`config.mk`:
```
export PLATFORM = sky130hd
export DESIGN_NAME = student_iis_transmitter
export DESIGN_NICKNAME = d
export VERILOG_FILES = /design/src/rtl/student_iis_pkg.sv /design/src/rtl/student_iis_tx_shifter.sv /design/src/rtl/student_iis_transmitter.sv
export SDC_FILE = /design/constraint.sdc
export NUM_CORES = 1
export LEC_CHECK = 0
export CAP_MARGIN = 10
export CELL_PAD_IN_SITES_DETAIL_PLACEMENT = 1
export CELL_PAD_IN_SITES_GLOBAL_PLACEMENT = 1
export CORE_MARGIN = 2
export CORE_UTILIZATION = 29
export CTS_CLUSTER_SIZE = 20
export DETAILED_ROUTE_END_ITERATION = 12
export HOLD_SLACK_MARGIN = 0.06
export PLACE_DENSITY_LB_ADDON = 0.1
export SYNTH_ARGS = -nofsm -noshare
export SYNTH_HDL_FRONTEND = slang
export SYNTH_SLANG_ARGS = --single-unit
```
`constraint.sdc`:
```
create_clock -name clk_i -period 1.5 [get_ports clk_i]
set_clock_uncertainty 0.05 [all_clocks]
set_input_delay 0.3 -clock clk_i [delete_from_list [all_inputs] [get_ports clk_i]]
set_output_delay 0.3 -clock clk_i [all_outputs]
set_load 0.1 [all_outputs]
```
`src/rtl/student_iis_pkg.sv`:
```
// Shared definitions for the student I2S transmit path: slot size, the
// stereo pair type and the bit-counter width helper.
package student_iis_pkg;

  // Every I2S slot is 32 BCLKs long; a sample must fit with room for the
  // one-bit delay after the LRCLK edge.
  localparam int IIS_SLOT_BITS = 32;

  // Default sample width used by the pair type.
  localparam int IIS_DEFAULT_DATA_SIZE = 16;

  typedef struct packed {
    logic [IIS_DEFAULT_DATA_SIZE-1:0] l;
    logic [IIS_DEFAULT_DATA_SIZE-1:0] r;
  } iis_pair_t;

  // Bits needed to count 0..data_size inclusive (counter saturates at data_size).
  function automatic int iis_cnt_width(input int data_size);
    return $clog2(data_size + 1);
  endfunction

endpackage

```
`src/rtl/student_iis_tx_shifter.sv`:
```
// Serialiser for one I2S slot: loads a word on an LRCLK strobe, then shifts
// it out MSB first on BCLK falling-edge strobes and pads the rest with 0.
module student_iis_tx_shifter
  import student_iis_pkg::*;
#(
  parameter int DATA_SIZE = 16
) (
  input  logic                 clk_i,
  input  logic                 rst_ni,
  input  logic                 i_load,
  input  logic [DATA_SIZE-1:0] i_load_data,
  input  logic                 i_bclk_fall,
  output logic                 o_sdata
);

  localparam int CNT_W = iis_cnt_width(DATA_SIZE);

  logic [DATA_SIZE-1:0] r_shift;
  logic [CNT_W-1:0]     r_cnt;
  logic                 r_sdata;

  assign o_sdata = r_sdata;

  // Load has priority over a coincident BCLK fall: that fall drives the
  // pad bit and is not counted, so the MSB lands one BCLK after the edge.
  always_ff @(posedge clk_i or negedge rst_ni) begin
    if (!rst_ni) begin
      r_shift <= '0;
      r_cnt   <= '0;
      r_sdata <= 1'b0;
    end else if (i_load) begin
      r_shift <= i_load_data;
      r_cnt   <= '0;
      r_sdata <= 1'b0;
    end else if (i_bclk_fall) begin
      if (r_cnt < CNT_W'(DATA_SIZE)) begin
        r_sdata <= r_shift[DATA_SIZE-1];
        r_shift <= {r_shift[DATA_SIZE-2:0], 1'b0};
        r_cnt   <= r_cnt + CNT_W'(1);
      end else begin
        r_sdata <= 1'b0;
      end
    end
  end

endmodule

```
`src/rtl/student_iis_transmitter.sv`:
```
// I2S (Philips) transmitter for the codec DAC. Buffers one stereo pair
// behind a valid/ready handshake and hands it to the slot serialiser at
// each frame start (LRCLK fall = left slot, LRCLK rise = right slot).
// Optional build macro STUDENT_IIS_TX_MUTE_ON_UNDERRUN_EN: when defined, a
// frame that starts without a fresh pair transmits silence instead of
// repeating the previous pair.
module student_iis_transmitter
  import student_iis_pkg::*;
#(
  parameter int DATA_SIZE = 16
) (
  input  logic                 clk_i,
  input  logic                 rst_ni,
  input  logic [DATA_SIZE-1:0] Data_I_L,
  input  logic [DATA_SIZE-1:0] Data_I_R,
  input  logic                 valid_i,
  output logic                 ready_o,
  input  logic                 AC_LRCLK,
  input  logic                 LRCLK_Rise,
  input  logic                 LRCLK_Fall,
  input  logic                 BCLK_Fall,
  output logic                 AC_DAC_SDATA,
  output logic                 underrun_o
);

  if (DATA_SIZE < 8 || DATA_SIZE > IIS_SLOT_BITS - 1) begin : g_bad_size
    $error("DATA_SIZE must be in 8..31");
  end

  logic                 r_hold_full;
  logic [DATA_SIZE-1:0] r_hold_l;
  logic [DATA_SIZE-1:0] r_hold_r;
  logic [DATA_SIZE-1:0] r_act_l;
  logic [DATA_SIZE-1:0] r_act_r;
  logic                 r_underrun;

  logic                 w_accept;
  logic                 w_underrun;
  logic                 w_load;
  logic [DATA_SIZE-1:0] w_next_l;
  logic [DATA_SIZE-1:0] w_next_r;
  logic [DATA_SIZE-1:0] w_load_data;

  // Ready while the holding register is empty; during a frame-start cycle
  // an incoming pair bypasses the holding register.
  assign ready_o    = !r_hold_full;
  assign w_accept   = valid_i && !r_hold_full;
  assign w_underrun = LRCLK_Fall && !r_hold_full && !valid_i;
  assign underrun_o = r_underrun;

  // Pair that becomes active at the next frame start.
  always_comb begin
    w_next_l = r_act_l;
    w_next_r = r_act_r;
    if (r_hold_full) begin
      w_next_l = r_hold_l;
      w_next_r = r_hold_r;
    end else if (valid_i) begin
      w_next_l = Data_I_L;
      w_next_r = Data_I_R;
    end else begin
`ifdef STUDENT_IIS_TX_MUTE_ON_UNDERRUN_EN
      w_next_l = '0;
      w_next_r = '0;
`endif
    end
  end

  // LRCLK fall wins over a simultaneous rise; rise reloads the right word.
  assign w_load      = LRCLK_Fall || LRCLK_Rise;
  assign w_load_data = LRCLK_Fall ? w_next_l : r_act_r;

  // Holding register: emptied at frame start, filled by the handshake otherwise.
  always_ff @(posedge clk_i or negedge rst_ni) begin
    if (!rst_ni) begin
      r_hold_full <= 1'b0;
      r_hold_l    <= '0;
      r_hold_r    <= '0;
    end else if (LRCLK_Fall) begin
      r_hold_full <= 1'b0;
    end else if (w_accept) begin
      r_hold_full <= 1'b1;
      r_hold_l    <= Data_I_L;
      r_hold_r    <= Data_I_R;
    end
  end

  // Active pair and underrun pulse, both updated at frame start.
  always_ff @(posedge clk_i or negedge rst_ni) begin
    if (!rst_ni) begin
      r_act_l    <= '0;
      r_act_r    <= '0;
      r_underrun <= 1'b0;
    end else begin
      r_underrun <= w_underrun;
      if (LRCLK_Fall) begin
        r_act_l <= w_next_l;
        r_act_r <= w_next_r;
      end
    end
  end

  student_iis_tx_shifter #(
    .DATA_SIZE(DATA_SIZE)
  ) u_shifter (
    .clk_i      (clk_i),
    .rst_ni     (rst_ni),
    .i_load     (w_load),
    .i_load_data(w_load_data),
    .i_bclk_fall(BCLK_Fall),
    .o_sdata    (AC_DAC_SDATA)
  );

`ifndef SYNTHESIS
  // Strobes must agree with the word-clock level they announce.
  a_fall_level : assert property (@(posedge clk_i) disable iff (!rst_ni)
    LRCLK_Fall |-> !AC_LRCLK);
  a_rise_level : assert property (@(posedge clk_i) disable iff (!rst_ni)
    LRCLK_Rise |-> AC_LRCLK);
`else
  logic w_unused_lrclk;
  assign w_unused_lrclk = AC_LRCLK;
`endif

endmodule

```
After elaboration in Yosys (flattened, before gate mapping)
Cells that the tools add are included.
{"block": "op_classes", "add_sub_neg": 1, "order_cmp": 1, "n_mux": 16, "bitwise": 1, "n_reduce_logical": 13}
{"op": "$mux W16", "n": 8}
{"op": "$mux W5", "n": 3}
{"op": "$reduce_bool A2 Y1", "n": 4}
{"op": "$reduce_and A2 Y1", "n": 3}
{"op": "$add A5 B1 Y5 const B", "n": 1}
{"op": "$lt A5 B5 Y1 const B", "n": 1}
{"op": "$mux W1", "n": 5}
{"op": "$logic_and A1 B1 Y1", "n": 3}
{"op": "$logic_not A1 Y1", "n": 2}
{"op": "$logic_or A1 B1 Y1", "n": 1}
{"op": "$not A1 Y1", "n": 1}
{"block": "totals", "reg_bits": 88, "inputBits": 39, "out_inout_bits": 3, "word_cells": 41}

Longest topological paths before layout
{"block": "logic_depth", "depth_word": 4, "depth_mapped": 7, "ltp_nobuf": 4}

Modules after synthesis
A second synthesis with hierarchy kept.
{"block": "unflattened", "cells_unflattened": 389, "hier_area_um2": 4231.6}
{"module": "student_iis_transmitter", "n_inst": 1, "cells_per_inst": 295, "area_each_um2": 3224.3, "seq_area_each_um2": 1651.6}
{"module": "student_iis_tx_shifter", "n_inst": 1, "cells_per_inst": 94, "area_each_um2": 1007.2, "seq_area_each_um2": 550.5}

Least setup slack after synthesis
No wires, ideal clock.
{"block": "synth_path", "path_type": "reg-to-reg", "from": "reg r_hold_full", "to": "reg u_shifter.r_shift[10]", "setup_ns": 0.079, "t_arrival_ns": 1.962, "required_time_ns": 1.371, "slack_ns": -0.590, "stages_incl_launch_ff": 6, "n_path_buf": 2, "period_less_slack_ns": 2.090, "path_cell_list": "dfrtp_1 buf_2 inv_1 clkbuf_1 o21ai_0 a21oi_1"}
{"block": "synth_via", "elab_chain_len": 3}
{"item": "from (decl)", "line": "student_iis_transmitter.sv:30", "text": "logic r_hold_full;"}
{"item": "from (signal assigned)", "line": "student_iis_transmitter.sv:76", "text": "r_hold_full <= 1'b0;"}
{"item": "from (signal assigned)", "line": "student_iis_transmitter.sv:80", "text": "r_hold_full <= 1'b0;"}
{"item": "from (signal assigned)", "line": "student_iis_transmitter.sv:82", "text": "r_hold_full <= 1'b1;"}
{"item": "$mux W16", "line": "student_iis_transmitter.sv:55", "text": "if (r_hold_full) begin"}
{"item": "$mux W16", "line": "student_iis_transmitter.sv:71", "text": "assign w_load_data = LRCLK_Fall ? w_next_l : r_act_r;"}
{"item": "$mux W16", "line": "student_iis_tx_shifter.sv:31", "text": "end else if (i_load) begin"}
{"item": "to (signal assigned)", "line": "student_iis_tx_shifter.sv:32", "text": "r_shift <= i_load_data;"}
{"item": "to (signal assigned)", "line": "student_iis_tx_shifter.sv:38", "text": "r_shift <= {r_shift[DATA_SIZE-2:0], 1'b0};"}
{"item": "to (decl)", "line": "student_iis_tx_shifter.sv:18", "text": "logic [DATA_SIZE-1:0] r_shift;"}
No other way between the ends.
A chain may end at the register's enable or synchronous reset.

Worst setup path after layout
{"block": "layout_path", "from": "reg r_hold_full", "to": "out ready_o"}
{"block": "layout_via", "elab_chain_len": 1}
{"item": "$logic_not A1 Y1", "line": "student_iis_transmitter.sv:46", "text": "assign ready_o = !r_hold_full;"}
{"item": "to (decl)", "line": "student_iis_transmitter.sv:17", "text": "output logic ready_o,"}
No other way between the ends.

==> impl_metrics.ini <==
[route]
wl_per_cell_um = 17.1
via_count = 3215
drt_pass1_iterations = 4
drc = 0
postRouteAntennaNets = 0
drt_iter0_markers = 92
routed_via_density = 4.88
drt_wl_total_mm = 11.2

[status]
status = complete, but fails checks
violations = setup timing

[synthesis]
synth_most_common_cell = dfrtp_1
syn_area_mm2 = 0.00420
postSynthAreaPerCell_um2 = 10.5
synthArstFlopShare_pct = 100
synth.area.top_cells = dfrtp_1 52%, mux2_2 8.3%, a21oi_1 6.1%
synth_common_cells = 88 x dfrtp_1, 51 x a21oi_1, 39 x o21ai_0
yosys.cell_types.count = 37
ys_seq_area_share_pct = 52.4
yosysWarningCount = 0
synth_top_area_share_pct = 52.4
ys_ff_latch = 88
synth_top_flop_cell = dfrtp_1
yosysTopAreaCell = dfrtp_1
syn_nets = 439
synth-edff-count = 0
netlist_instances = 399

[critical_path]
path_max_fanout = 4
slowest_stage = dfrtp_2
cp.arrival_ps = 1230
slowest_delay_ps = 400
setup.worst_path.class = reg2out
crit_path_start_kind = flop
critPathBufInv = 4
critPathCaptureType = primary output
worstPathCellList = buf_4 -> buf_8 -> inv_8 -> buf_12
critPathTopFamily = buffers and inverters
required_ps = 1150

[die]
core_mm2 = 0.0140
die_x_um = 124
die_h_um = 124
initial_core_util_pct = 29.9
num_rows = 43
ios = 42
die_area_mm2 = 0.0155

[final_layout]
area_growth_pct = 32.9
final_cells = 659
fillers = 1521
nets = 515
drive_gt1_share_pct = 24.4
n_antenna_cell = 0

[global_route]
grt-ovfl-total = 0
grt_pass1_wl_mm = 18.2
antenna_found_initial = 0
grt_max_degree = 89
grt_util_all_layers_pct = 15.0
grt_pass1_vias = 3415

[sta]
hold_ws_ps = 417
fin_ws_ps = -76.6
finalHoldViolCount = 0
setup_viol = 26
slew_headroom_pct = 65.8
fin_crit_ps = 1580
fin_crit_sh_pct = 105
max_freq_mhz = 634
worst_slew_pin_slew_ps = 514
rsz0062_at_grt = true
drv_slew = 0

[hold_path]
holdCritPathClass = in2reg

[clocking]
clk_pin_slew_worst_paths_ps = 60
htreeDepth = 3
cts_tree = done
clk_latency_ps = 340
clockBufferDepth = 2
clock-sinks = 88
cts_buffers = 9
cts-root-buf = clkbuf_16

[place]
hpwl_mm = 7.49
port_buffers = 40
place_inst = 630
gp_congestion = 0.729

[power_and_ir_drop]
pwr_density_cell_mw_per_mm2 = 1140
vdd_drop_max_mv = 0.539
p_leak_nw = 2.42

[run]
max-cap-violations = 0
==> tightest hold or removal path: stages <==
cell and delay (ps):
buf_2 140, or2_1 130, buf_4 150, nor2_1 50
==> layer usage <==
layer	routed length [µm]	track usage (%)	part of all wire, %
met1	5280	19.6	47
met2	5560	24.6	49
met3	208	2.62	1.9
met4	195	6.15	1.7
met5	0	0	0
==> logic make-up (layout without fill, tap and decap cells) <==
group                      Yosys count  after routing  synth area share [%]
AOI/OAI and AO/OA                  127            127                  17.8
and+or+nand+nor                     92             92                  11.0
buffers and inverters               35            115                  4.29
muxes                               53             53                  13.6
DFF                                 88             88                  52.4
adders and majority gates            1              1                 0.298
xor gates and xnor gates             3              3                 0.625
==> cell usage in the layout, fill, tap and decap left out, types with 3 or more instances in the layout <==
cell type,synthesis,layout
o21ai_0,39,34
clkbuf_16,0,11
buf_6,3,4
a21oi_1,51,51
o22ai_1,9,9
a31oi_1,3,3
nor2b_1,35,33
nand2_1,24,24
clkbuf_1,13,5
o21ai_1,1,3
mux2_4,0,5
buf_12,0,9
dfrtp_1,88,87
a211o_1,11,11
nor2_1,24,23
mux2i_1,21,20
and2_1,4,3
buf_4,3,43
clkdlybuf4s50_1,0,33
mux2_2,31,26
==> final timing paths <==
kind	from	end	depth (start not counted)	slack (ps)
worst min register to register	r_act_l[7]$_DFFE_PN0P_	r_act_l[7]$_DFFE_PN0P_	2	430
max in group asynchronous	rst_ni	r_hold_full$_DFFE_PN0P_	3	500
min in group asynchronous	rst_ni	r_hold_r[7]$_DFFE_PN0P_	3	470
worst max-delay path	r_hold_full$_DFFE_PN0P_	ready_o	4	-80
worst min-delay path	LRCLK_Fall	u_shifter.r_cnt[3]$_DFFE_PN0P_	4	420
worst max register to register	r_hold_full$_DFFE_PN0P_	r_hold_l[6]$_DFFE_PN0P_	5	-60
==> metrics by stage <==
step	setup WS [ps]	utilization, %	TNS, ps	instance area (µm²)	total power, W
3_3_place_gp	-440	36.2	-28990	5080	0.00427
5_1_grt	-124	39.8	-3030	5590	0.00676
6_report	-76.6	39.8	-1190	5590	0.00638
2_1_floorplan	-45.4	-	-1340	4230	0.00377
4_1_cts	-113	38.2	-3220	5370	0.00640
3_5_place_dp	-484	36.2	-31900	5080	0.00432
==> area by class of cell <==
type                            instances  area [µm²]  area share (%)
Timing Repair Buffer                   97         995            17.8
Tap cell                              180         225            4.03
Multi-Input combinational cell        276        1900            33.9
Clock inverter                          1        5.00          0.0896
Inverter                                3        18.8           0.336
Clock buffer                           14         244            4.37
Sequential cell                        88        2200            39.4
==> power by group <==
part	switching, W	leakage [nW]	internal [W]
clock	0.000889	0.121	0.00111
sequential	0.000235	1.06	0.00278
combinational	0.000623	1.23	0.000732
total	0.00175	2.42	0.00463
==> sequential cells by signal (all words and copies together), names as in the netlist <==
register	flops
r_act_l	16
r_act_r	16
r_hold_l	16
r_hold_r	16
u_shifter.r_shift	16
u_shifter.r_cnt	5
r_hold_full	1
u_shifter.o_sdata	1
underrun_o	1
==> timing repair <==
item	4_1_cts	5_1_grt
gates cloned	0	2
setup endpoints to repair	50	66
hold endpoints to repair	88	0
pin swaps	2	1
hold buffers	1	0
buffers inserted	2	10
gates resized for setup	8	31
(Power assumes the default switching activity.)
